`src/rtl/muldiv_sequencer.sv`:
```
`default_nettype none
// +----------------------------------------------------------------------------+
// | muldiv_sequencer: launches mult/div, waits for completion, loads HI/LO.    |
// | Optional watchdog: MULDIV_WATCHDOG_EN.   Rev 1.0                           |
// +----------------------------------------------------------------------------+
module muldiv_sequencer #(
  parameter int WIDTH          = 32,
  parameter int TIMEOUT_CYCLES = 64,
  parameter int CNT_W          = 7
) (
  input  logic             clk,
  input  logic             rst,
  input  logic             op_start,
  input  logic             op_sel,
  input  logic [WIDTH-1:0] divisor,
  input  logic             mult_end,
  input  logic             div_end,
  output logic             mult_start,
  output logic             div_start,
  output logic             hi_ctrl,
  output logic             lo_ctrl,
  output logic             hi_load,
  output logic             lo_load,
  output logic             busy,
  output logic             done,
  output logic             div_zero,
  output logic             timeout
);

  typedef enum logic [2:0] {
    S_IDLE  = 3'd0,
    S_START = 3'd1,
    S_WAIT  = 3'd2,
    S_WRITE = 3'd3,
    S_DONE  = 3'd4,
    S_EXC   = 3'd5
  } state_t;

  state_t state_q, state_d;
  logic   sel_q, sel_d;
  logic   end_sel;
  logic   mult_start_d, div_start_d;
  logic   hi_ctrl_d, lo_ctrl_d;
  logic   hi_load_d, lo_load_d;
  logic   busy_d, done_d, div_zero_d;

`ifdef MULDIV_WATCHDOG_EN
  localparam logic [CNT_W-1:0] CNT_LIMIT = CNT_W'(TIMEOUT_CYCLES - 1);
  logic [CNT_W-1:0] cnt_q, cnt_d;
  logic             timeout_d;
`else
  logic watchdog_cfg_unused;
  assign watchdog_cfg_unused = ^{CNT_W[0], TIMEOUT_CYCLES[0]};
`endif

  // Only the selected unit's completion counts; the other one is ignored.
  assign end_sel = sel_q ? div_end : mult_end;

  always_comb begin
    state_d    = state_q;
    sel_d      = sel_q;
    div_zero_d = 1'b0;
`ifdef MULDIV_WATCHDOG_EN
    cnt_d      = cnt_q;
    timeout_d  = 1'b0;
`endif
    case (state_q)
      S_IDLE: begin
        if (op_start) begin
          sel_d = op_sel;
          if (op_sel && (divisor == '0)) begin
            state_d    = S_EXC;
            div_zero_d = 1'b1;
          end else begin
            state_d = S_START;
          end
        end
      end
      S_START: begin
        state_d = S_WAIT;
`ifdef MULDIV_WATCHDOG_EN
        cnt_d   = '0;
`endif
      end
      S_WAIT: begin
        if (end_sel) begin
          state_d = S_WRITE;
        end
`ifdef MULDIV_WATCHDOG_EN
        else if (cnt_q == CNT_LIMIT) begin
          state_d   = S_EXC;
          timeout_d = 1'b1;
        end else begin
          cnt_d = cnt_q + 1'b1;
        end
`endif
      end
      S_WRITE: state_d = S_DONE;
      S_DONE:  state_d = S_IDLE;
      S_EXC:   state_d = S_IDLE;
      default: state_d = S_IDLE;
    endcase

    // Outputs are decoded from the next state so they register alongside it.
    mult_start_d = (state_d == S_START) && !sel_d;
    div_start_d  = (state_d == S_START) && sel_d;
    hi_load_d    = (state_d == S_WRITE);
    lo_load_d    = (state_d == S_WRITE);
    hi_ctrl_d    = (state_d == S_WRITE) ? sel_d : hi_ctrl;
    lo_ctrl_d    = (state_d == S_WRITE) ? sel_d : lo_ctrl;
    busy_d       = (state_d != S_IDLE);
    done_d       = (state_d == S_DONE);
  end

  always_ff @(posedge clk) begin
    if (rst) begin
      state_q    <= S_IDLE;
      sel_q      <= 1'b0;
      mult_start <= 1'b0;
      div_start  <= 1'b0;
      hi_ctrl    <= 1'b0;
      lo_ctrl    <= 1'b0;
      hi_load    <= 1'b0;
      lo_load    <= 1'b0;
      busy       <= 1'b0;
      done       <= 1'b0;
      div_zero   <= 1'b0;
`ifdef MULDIV_WATCHDOG_EN
      cnt_q      <= '0;
      timeout    <= 1'b0;
`endif
    end else begin
      state_q    <= state_d;
      sel_q      <= sel_d;
      mult_start <= mult_start_d;
      div_start  <= div_start_d;
      hi_ctrl    <= hi_ctrl_d;
      lo_ctrl    <= lo_ctrl_d;
      hi_load    <= hi_load_d;
      lo_load    <= lo_load_d;
      busy       <= busy_d;
      done       <= done_d;
      div_zero   <= div_zero_d;
`ifdef MULDIV_WATCHDOG_EN
      cnt_q      <= cnt_d;
      timeout    <= timeout_d;
`endif
    end
  end

`ifndef MULDIV_WATCHDOG_EN
  assign timeout = 1'b0;
`endif

endmodule
`default_nettype wire
```
`config.mk`:
```
export PLATFORM = sky130hd
export DESIGN_NAME = muldiv_sequencer
export DESIGN_NICKNAME = d
export VERILOG_FILES = /design/src/rtl/muldiv_sequencer.sv
export SDC_FILE = /design/constraint.sdc
export NUM_CORES = 1
export LEC_CHECK = 0
export CORE_UTILIZATION = 31
export DETAILED_ROUTE_END_ITERATION = 7
export HOLD_SLACK_MARGIN = 0.02
export PLACE_DENSITY = 0.83
export SYNTH_ARGS = -nofsm -noshare
export SYNTH_HDL_FRONTEND = slang
export SYNTH_SLANG_ARGS = --single-unit
```
`constraint.sdc`:
```
create_clock -name clk -period 2.4 [get_ports clk]
set_input_delay 0.24 -clock clk [delete_from_list [all_inputs] [get_ports clk]]
set_output_delay 0.24 -clock clk [all_outputs]
set_load 0.005 [all_outputs]
```
After elaboration in Yosys (flattened, before gate mapping)
Cells that the tools add are included.
- bits in registers: 11
- output and inout bits: 10
- logic and storage cells: 33
- eq/ne operators: 6
- muxes and demuxes: 8
- bitwise gates (word level): 2
- reductions and logical operators: 8
- operator list (operator ; count):
    logical NOT 32 bit ; 1
    case mux 3 bit (4 select lines) ; 1
    == test 3 x 2 -> 1 bit (second input constant) ; 3
    2-to-1 mux 3 bit ; 3
    == test 3 x 1 -> 1 bit (second input constant) ; 2
    2-to-1 mux 1 bit ; 4
    == test 3 bit (second input constant) ; 1
    logical AND 1 bit ; 3
    logical NOT 3 bit ; 1
    nonzero test 3 bit ; 1
    OR reduction 3 bit ; 1
    inverter 1 bit ; 2
    logical NOT 1 bit ; 1

Longest topological paths before layout
Gate-level depths: netlist of run 1.
- depth after elaboration: 7
- depth in mapped cells: 4
- depth with buffers taken out: 4

Worst setup path before layout of run 1
No wires, ideal clock.
- path type: reg2reg
- start point: register state_q[1]
- end point: register lo_ctrl
- library setup time: 0.114 ns
- data arrival time: 1.193 ns
- data required time: 2.286 ns
- slack: 1.092 ns
- stages on the path, launching flop included: 5
- clock period less this slack: 1.308 ns
- cells stage by stage: dfxtp_1 -> nor4b_4 -> mux2_4 -> mux2i_1 -> nor2_1
- cells in the longest elaborated chain, start to end: 3
- elaborated cells between the ends (all ways): 9
- classes of those cells: eq/ne (4); mux (4); reduce/logical (1)
- RTL lines (what ; line ; source):
    from (decl) ; 39 ; state_t state_q, state_d;
    from (signal assigned) ; 133 ; state_q <= state_d;
    == test 3 x 2 -> 1 bit (tied with other cells) ; 67 ; case (state_q)
    case mux 3 bit (4 select lines) ; 67 ;
    == test 3 x 2 -> 1 bit ; 110 ; lo_ctrl_d = (state_d == S_WRITE) ? sel_d : lo_ctrl;
    to (signal assigned) ; 138 ; lo_ctrl <= lo_ctrl_d;
    to (decl) ; 21 ; output logic lo_ctrl,
Parallel ways exist; a longest one is shown, timed or not.
A chain may end at the register's enable or synchronous reset.

Final worst setup path of run 1
- start point: input op_start
- end point: register lo_ctrl
- cells in the longest elaborated chain, start to end: 3
- elaborated cells between the ends (all ways): 5
- classes of those cells: eq/ne (1); mux (4)
- RTL lines (what ; line ; source):
    from (decl) ; 13 ; input logic op_start,
    2-to-1 mux 3 bit ; 69 ; if (op_start) begin
    case mux 3 bit (4 select lines) ; 67 ;
    == test 3 x 2 -> 1 bit ; 110 ;
Parallel ways exist; a longest one is shown, timed or not.

==> results of run 1 <==
[routing by layer]
layer	vias to the layer above	wire, um	track usage (%)
met4	0	21	8.75
met1	258	440	15.5
met2	31	738	32.0
met3	4	115	3.45
met5	-	0	0
li1	282	-	-
[synthesized netlist by cell type, drive strengths merged]
| library cell | number | area (um2) |
|---|---|---|
| dfxtp | 11 | 220 |
| nor2 | 7 | 26.3 |
| nor4 | 7 | 43.8 |
| nand3 | 4 | 20.0 |
| buf | 3 | 22.5 |
| nor3 | 3 | 20.0 |
| mux2 | 2 | 26.3 |
| nand4 | 2 | 12.5 |
| nor4b | 2 | 32.5 |
| a21o | 1 | 7.51 |
| a21oi | 1 | 5.00 |
| and3 | 1 | 6.26 |
| conb | 1 | 3.75 |
| inv | 1 | 3.75 |
| mux2i | 1 | 10.0 |
| nand2 | 1 | 3.75 |
| nor2b | 1 | 6.26 |
| nor3b | 1 | 12.5 |
| o31a | 1 | 8.76 |
| xnor2 | 1 | 8.76 |
[flip-flops by register name, indices dropped and copies added, names as in the netlist]
signal and flops:
busy 1, div_start 1, div_zero 1, done 1, lo_ctrl 1, lo_load 1, mult_start 1, sel_q 1
state_q 3
[worst min path at each step]
stage,cells after the start,endpoint
after global routing,1,state_q[1]$_SDFF_PP0_
after CTS,1,state_q[1]$_SDFF_PP0_
after detailed placement,1,state_q[1]$_SDFF_PP0_
after floorplan,1,state_q[0]$_SDFF_PP0_
final,2,lo_ctrl$_SDFFE_PP0N_
after global placement,2,lo_ctrl$_SDFFE_PP0N_
[through the flow]
stage	power, mW	hold WS, ns
after floorplan	0.248	0.309
after global placement	0.325	0.503
after detailed placement	0.328	0.526
after CTS	0.451	0.544
after global routing	0.473	0.563
final	0.447	0.541
[cell usage in the layout (no fill, tap or decap)]
master           count
clkbuf_4             3
nor4b_4              1
nor2_1               7
a21o_1               1
inv_1                1
mux2_2               1
mux2_4               1
nand2_1              1
nor3b_2              1
dfxtp_1             11
nand4_1              2
clkdlybuf4s50_1     46
o31a_1               1
nand3_1              4
nor3_2               1
mux2i_1              1
and3_1               1
nor4_1               7
conb_1               1
a21oi_1              1
xnor2_1              1
clkinv_2             1
nor3_1               2
nor2b_1              1
nor4b_1              1
[worst max-delay path, stage by stage]
cell,delay [ns]
clkdlybuf4s50_1,0.52
nor4b_4,0.32
mux2_4,0.35
mux2i_1,0.13
nor2_1,0.05
[where the power goes]
group / total [mW] / switching (mW) / leakage, nW / internal (mW)
clock network: 0.124 / 0.0622 / 0.0177 / 0.0616
logic: 0.117 / 0.0310 / 0.262 / 0.0857
registers: 0.207 / 0.0129 / 0.0897 / 0.194
total: 0.447 / 0.106 / 0.369 / 0.341
[cells by family after synthesis]
family	after synthesis	synth area share (%)
xor gates and xnor gates	1	1.75
and+or+nand+nor	29	36.8
AOI/OAI and AO/OA	3	4.25
buffers and inverters	4	5.25
other	1	0.749
DFF	11	44.0
muxes	3	7.25
[layout make-up]
class	instances	share of cell area, %
Inverter	1	0.381
Sequential cell	11	22.3
Timing Repair Buffer	46	46.7
Tap cell	16	2.03
Clock inverter	1	0.508
Clock buffer	3	2.28
Multi-Input combinational cell	37	25.8
==> impl_metrics.toml, run 1 <==
[run_status]
status = "complete, no violations"

[detailed_routing]
drc_errors = 0
avgViaCountPerCell = 5.00
drtPass1Iterations = 4
vias = 575
antenna_left = 0
drtIter0Drc = 6
routed_wl_mm = 1.32
wl_per_cell_um = 11.4

[critical_path]
crit_required_ns = 2.55
crit_path_start_kind = "input port"
r2r_end = "lo_ctrl$_SDFFE_PP0N_"
r2r_cells = 4
r2r_start = "state_q[1]$_SDFF_PP0_"
crit_path_end_kind = "flip-flop"
startpoint = "op_start"
path_max_fanout = 4
crit_path_end = "lo_ctrl$_SDFFE_PP0N_"
arrival_ns = 1.60
reg2reg_slack_ns = 0.95
critPathKind = "in -> reg"

[timing]
period_needed_ns = 1.46
max_freq_ghz = 0.687
finClkSkew_ns = 0.0115
rsz0062_at_grt = "no"
finalCritPeriodShare_pct = 60.6
fin_ws_ns = 0.945
slew_violations = 0
fin_tns_setup_ns = 0
setup_viol = 0
hold_viol_final = 0

[clocking]
postCtsSetupRepairBufs = 0
root_buffer = "clkbuf_4"
path_clk_slew_ns = 0.06
clk_latency_ns = 0.27
cts_hold_buf = 0
clockBufferDepth = 2
clkSinkCount = 11
htreeDepth = 1
cts_tree = "done"
cts_resized = 0
cts_buffers = 3

[layout]
num-nets-final = 138
final_area_um2 = 986
fill_cells = 139
multi_input_area_um2 = 254
regArea_um2 = 220
fin_util_pct = 65.4
drive_above_1_share_pct = 9.09
syn2layout_area_growth_pct = 97.0
num_antenna_cells = 0
fin_cells = 115

[placed_design]
port_buffers = 46
gp_congestion = 0.718
dpl.hpwl_mm = 1.14
dp.cells = 111
dpl_cell_area_um2 = 958
pre_cts_slack_ns = 0.663

[grt]
grt_pass1_vias = 601
grt_pass1_wl_mm = 2.26
track_usage_pct = 16.4
antenna_found_initial = 0
grt_max_degree = 8
grt.overflow.total = 0

[yosys]
ys_seq_area_share_pct = 44.0
synth_cell_types = 23
syn_inst = 52
ys_seq_elements = 11
ys_warn_count = 0
synthesis.area_um2 = 500
synth.avg_cell_area_um2 = 9.62
synth_fp_nets = 90

[power_and_ir_drop]
static-leakage-power_nw = 0.369
power_density_nw_per_um2 = 454
peakVddDrop_uv = 258

[floorplanning]
num_io_pins = 48
num_rows = 14
initial_core_util_pct = 33.2
core_um2 = 1510
die_h_um = 42.2
die_area_um2 = 1780
fp.dieW_um = 42.2

[worst_hold_path]
hold_path_class = "reg -> reg"
hp-start = "lo_ctrl$_SDFFE_PP0N_"

[job]
drv_cap = 0
No activity file was read; power rests on OpenSTA's default activity.
==> inputs of run 2 (changes only) <==
Settings changed: CORE_UTILIZATION 31 to 26, PLACE_DENSITY 0.83 to 0.74.
Clock period 2.4 ns to 1.2 ns, I/O delays scaled along.
==> impl_metrics.toml, run 2 (synthesis results as in run 1) <==
[run_status]
status = "complete, but fails checks"
violations = "setup timing"

[timing]
fin_ws_ns = -0.106
hold_viol_final = 0
period_needed_ns = 1.31
finClkSkew_ns = 0.00272
whs_ns = 0.351
fin_tns_setup_ns = -0.368
max_freq_ghz = 0.765
slew_violations = 0
rsz0062_at_grt = "yes"
setup_viol = 6
finalCritPeriodShare_pct = 109

[power_and_ir_drop]
static-leakage-power_nw = 0.561
peakVddDrop_uv = 463
power_density_nw_per_um2 = 820

[layout]
final_common_cell = "clkdlybuf4s50_1"
syn2layout_area_growth_pct = 137
drive_above_1_share_pct = 30.0
num-nets-final = 149
top_register = "state_q"
largest_register_ffs = 3
fill_cells = 165
fin_cells = 135
final_area_um2 = 1180
fin_util_pct = 67.1
final_cell_mix = "clkdlybuf4s50_1, buf_4, dfxtp_1"
num_antenna_cells = 0

[clocking]
cts_buffers = 3
cts_tree = "done"
clk_latency_ns = 0.26
clockBufferDepth = 2
htreeDepth = 1
root_buffer = "clkbuf_4"
path_clk_slew_ns = 0.07
clkSinkCount = 11

[worst_hold_path]
min_to = "div_zero$_SDFF_PP0_"
hold_path_depth = 4
hp-start = "divisor[17]"
hold_path_class = "in -> reg"

[grt]
antenna_found_initial = 0
grt_max_degree = 7
grt.overflow.total = 0
grt_pass1_vias = 590
grt_pass1_wl_mm = 2.44
track_usage_pct = 16.5

[critical_path]
arrival_ns = 1.47
crit_path_end_kind = "flip-flop"
crit_path_start_kind = "flip-flop"
critPathKind = "reg -> reg"
r2r_start = "state_q[2]$_SDFF_PP0_"
crit_required_ns = 1.36
r2r_cells = 4
r2r_end = "lo_ctrl$_SDFFE_PP0N_"
path_max_fanout = 3
reg2reg_slack_ns = -0.11

[placed_design]
dpl_cell_area_um2 = 1050
dp.cells = 130
dpl.hpwl_mm = 1.36
gp_congestion = 0.767
port_buffers = 46

[floorplanning]
num_rows = 15
num_io_pins = 48
core_um2 = 1760
die_h_um = 45.9
initial_core_util_pct = 28.4
fp.dieW_um = 45.9
die_area_um2 = 2100

[detailed_routing]
drtIter0Drc = 1
avgViaCountPerCell = 4.61
wl_per_cell_um = 12.8
vias = 622
drtPass1Iterations = 2
drc_errors = 0
antenna_left = 0
routed_wl_mm = 1.73

[job]
drv_cap = 0
run 2: timing repair:
action                     CTS  global route
buffers inserted             1             0
gates resized for setup     10            18
hold buffers                 0             0
pin swaps                    4             5
gates cloned                 0             0
setup endpoints to repair    9            10
run 2: worst max path at each step:
stage,startpoint,endpoint,slack [ns],cells after the start
after floorplan,state_q[2]$_SDFF_PP0_,lo_ctrl$_SDFFE_PP0N_,-0.06,4
after global placement,op_sel,state_q[2]$_SDFF_PP0_,-0.32,5
after detailed placement,divisor[15],state_q[2]$_SDFF_PP0_,-0.35,5
after CTS,state_q[1]$_SDFF_PP0_,state_q[2]$_SDFF_PP0_,-0.10,5
after global routing,divisor[1],state_q[2]$_SDFF_PP0_,-0.15,5
final,state_q[2]$_SDFF_PP0_,lo_ctrl$_SDFFE_PP0N_,-0.11,4
run 2: power by group:
| group | internal (mW) | switching, mW | leakage, nW |
|---|---|---|---|
| clock | 0.129 | 0.117 | 0.0150 |
| combinational | 0.213 | 0.108 | 0.455 |
| sequential | 0.390 | 0.0149 | 0.0911 |
run 2: final cells by class:
cell class              count  area [um2]  area share (%)
flip-flops and latches     11         224            18.9
repair buffers             57         553            46.7
well taps                  25        31.3            2.64
inverters                   1        3.75           0.317
multi-input cells          37         345            29.2
clock buffers               4        26.3            2.22
run 2: routing by layer:
metal / up-vias / share of wire [%] / global-route usage (%)
li1: 306 / - / -
met1: 282 / 38 / 20.0
met2: 31 / 55 / 27.9
met3: 3 / 6.4 / 4.76
met4: 0 / 0.93 / 5.29
met5: - / 0 / 0
run 2: worst max-delay path, cell delays in order (launching register included):
cell,delay (ns)
dfxtp_2,0.34
nor4b_4,0.35
mux2_4,0.34
mux2i_1,0.13
nor2_1,0.05
run 2: metrics by stage:
stage          setup WS (ns)  total power, mW
2_1_floorplan        -0.0632            0.498
3_3_place_gp          -0.316            0.688
3_5_place_dp          -0.347            0.696
4_1_cts               -0.105            0.953
5_1_grt               -0.153             1.02
6_report              -0.106            0.971
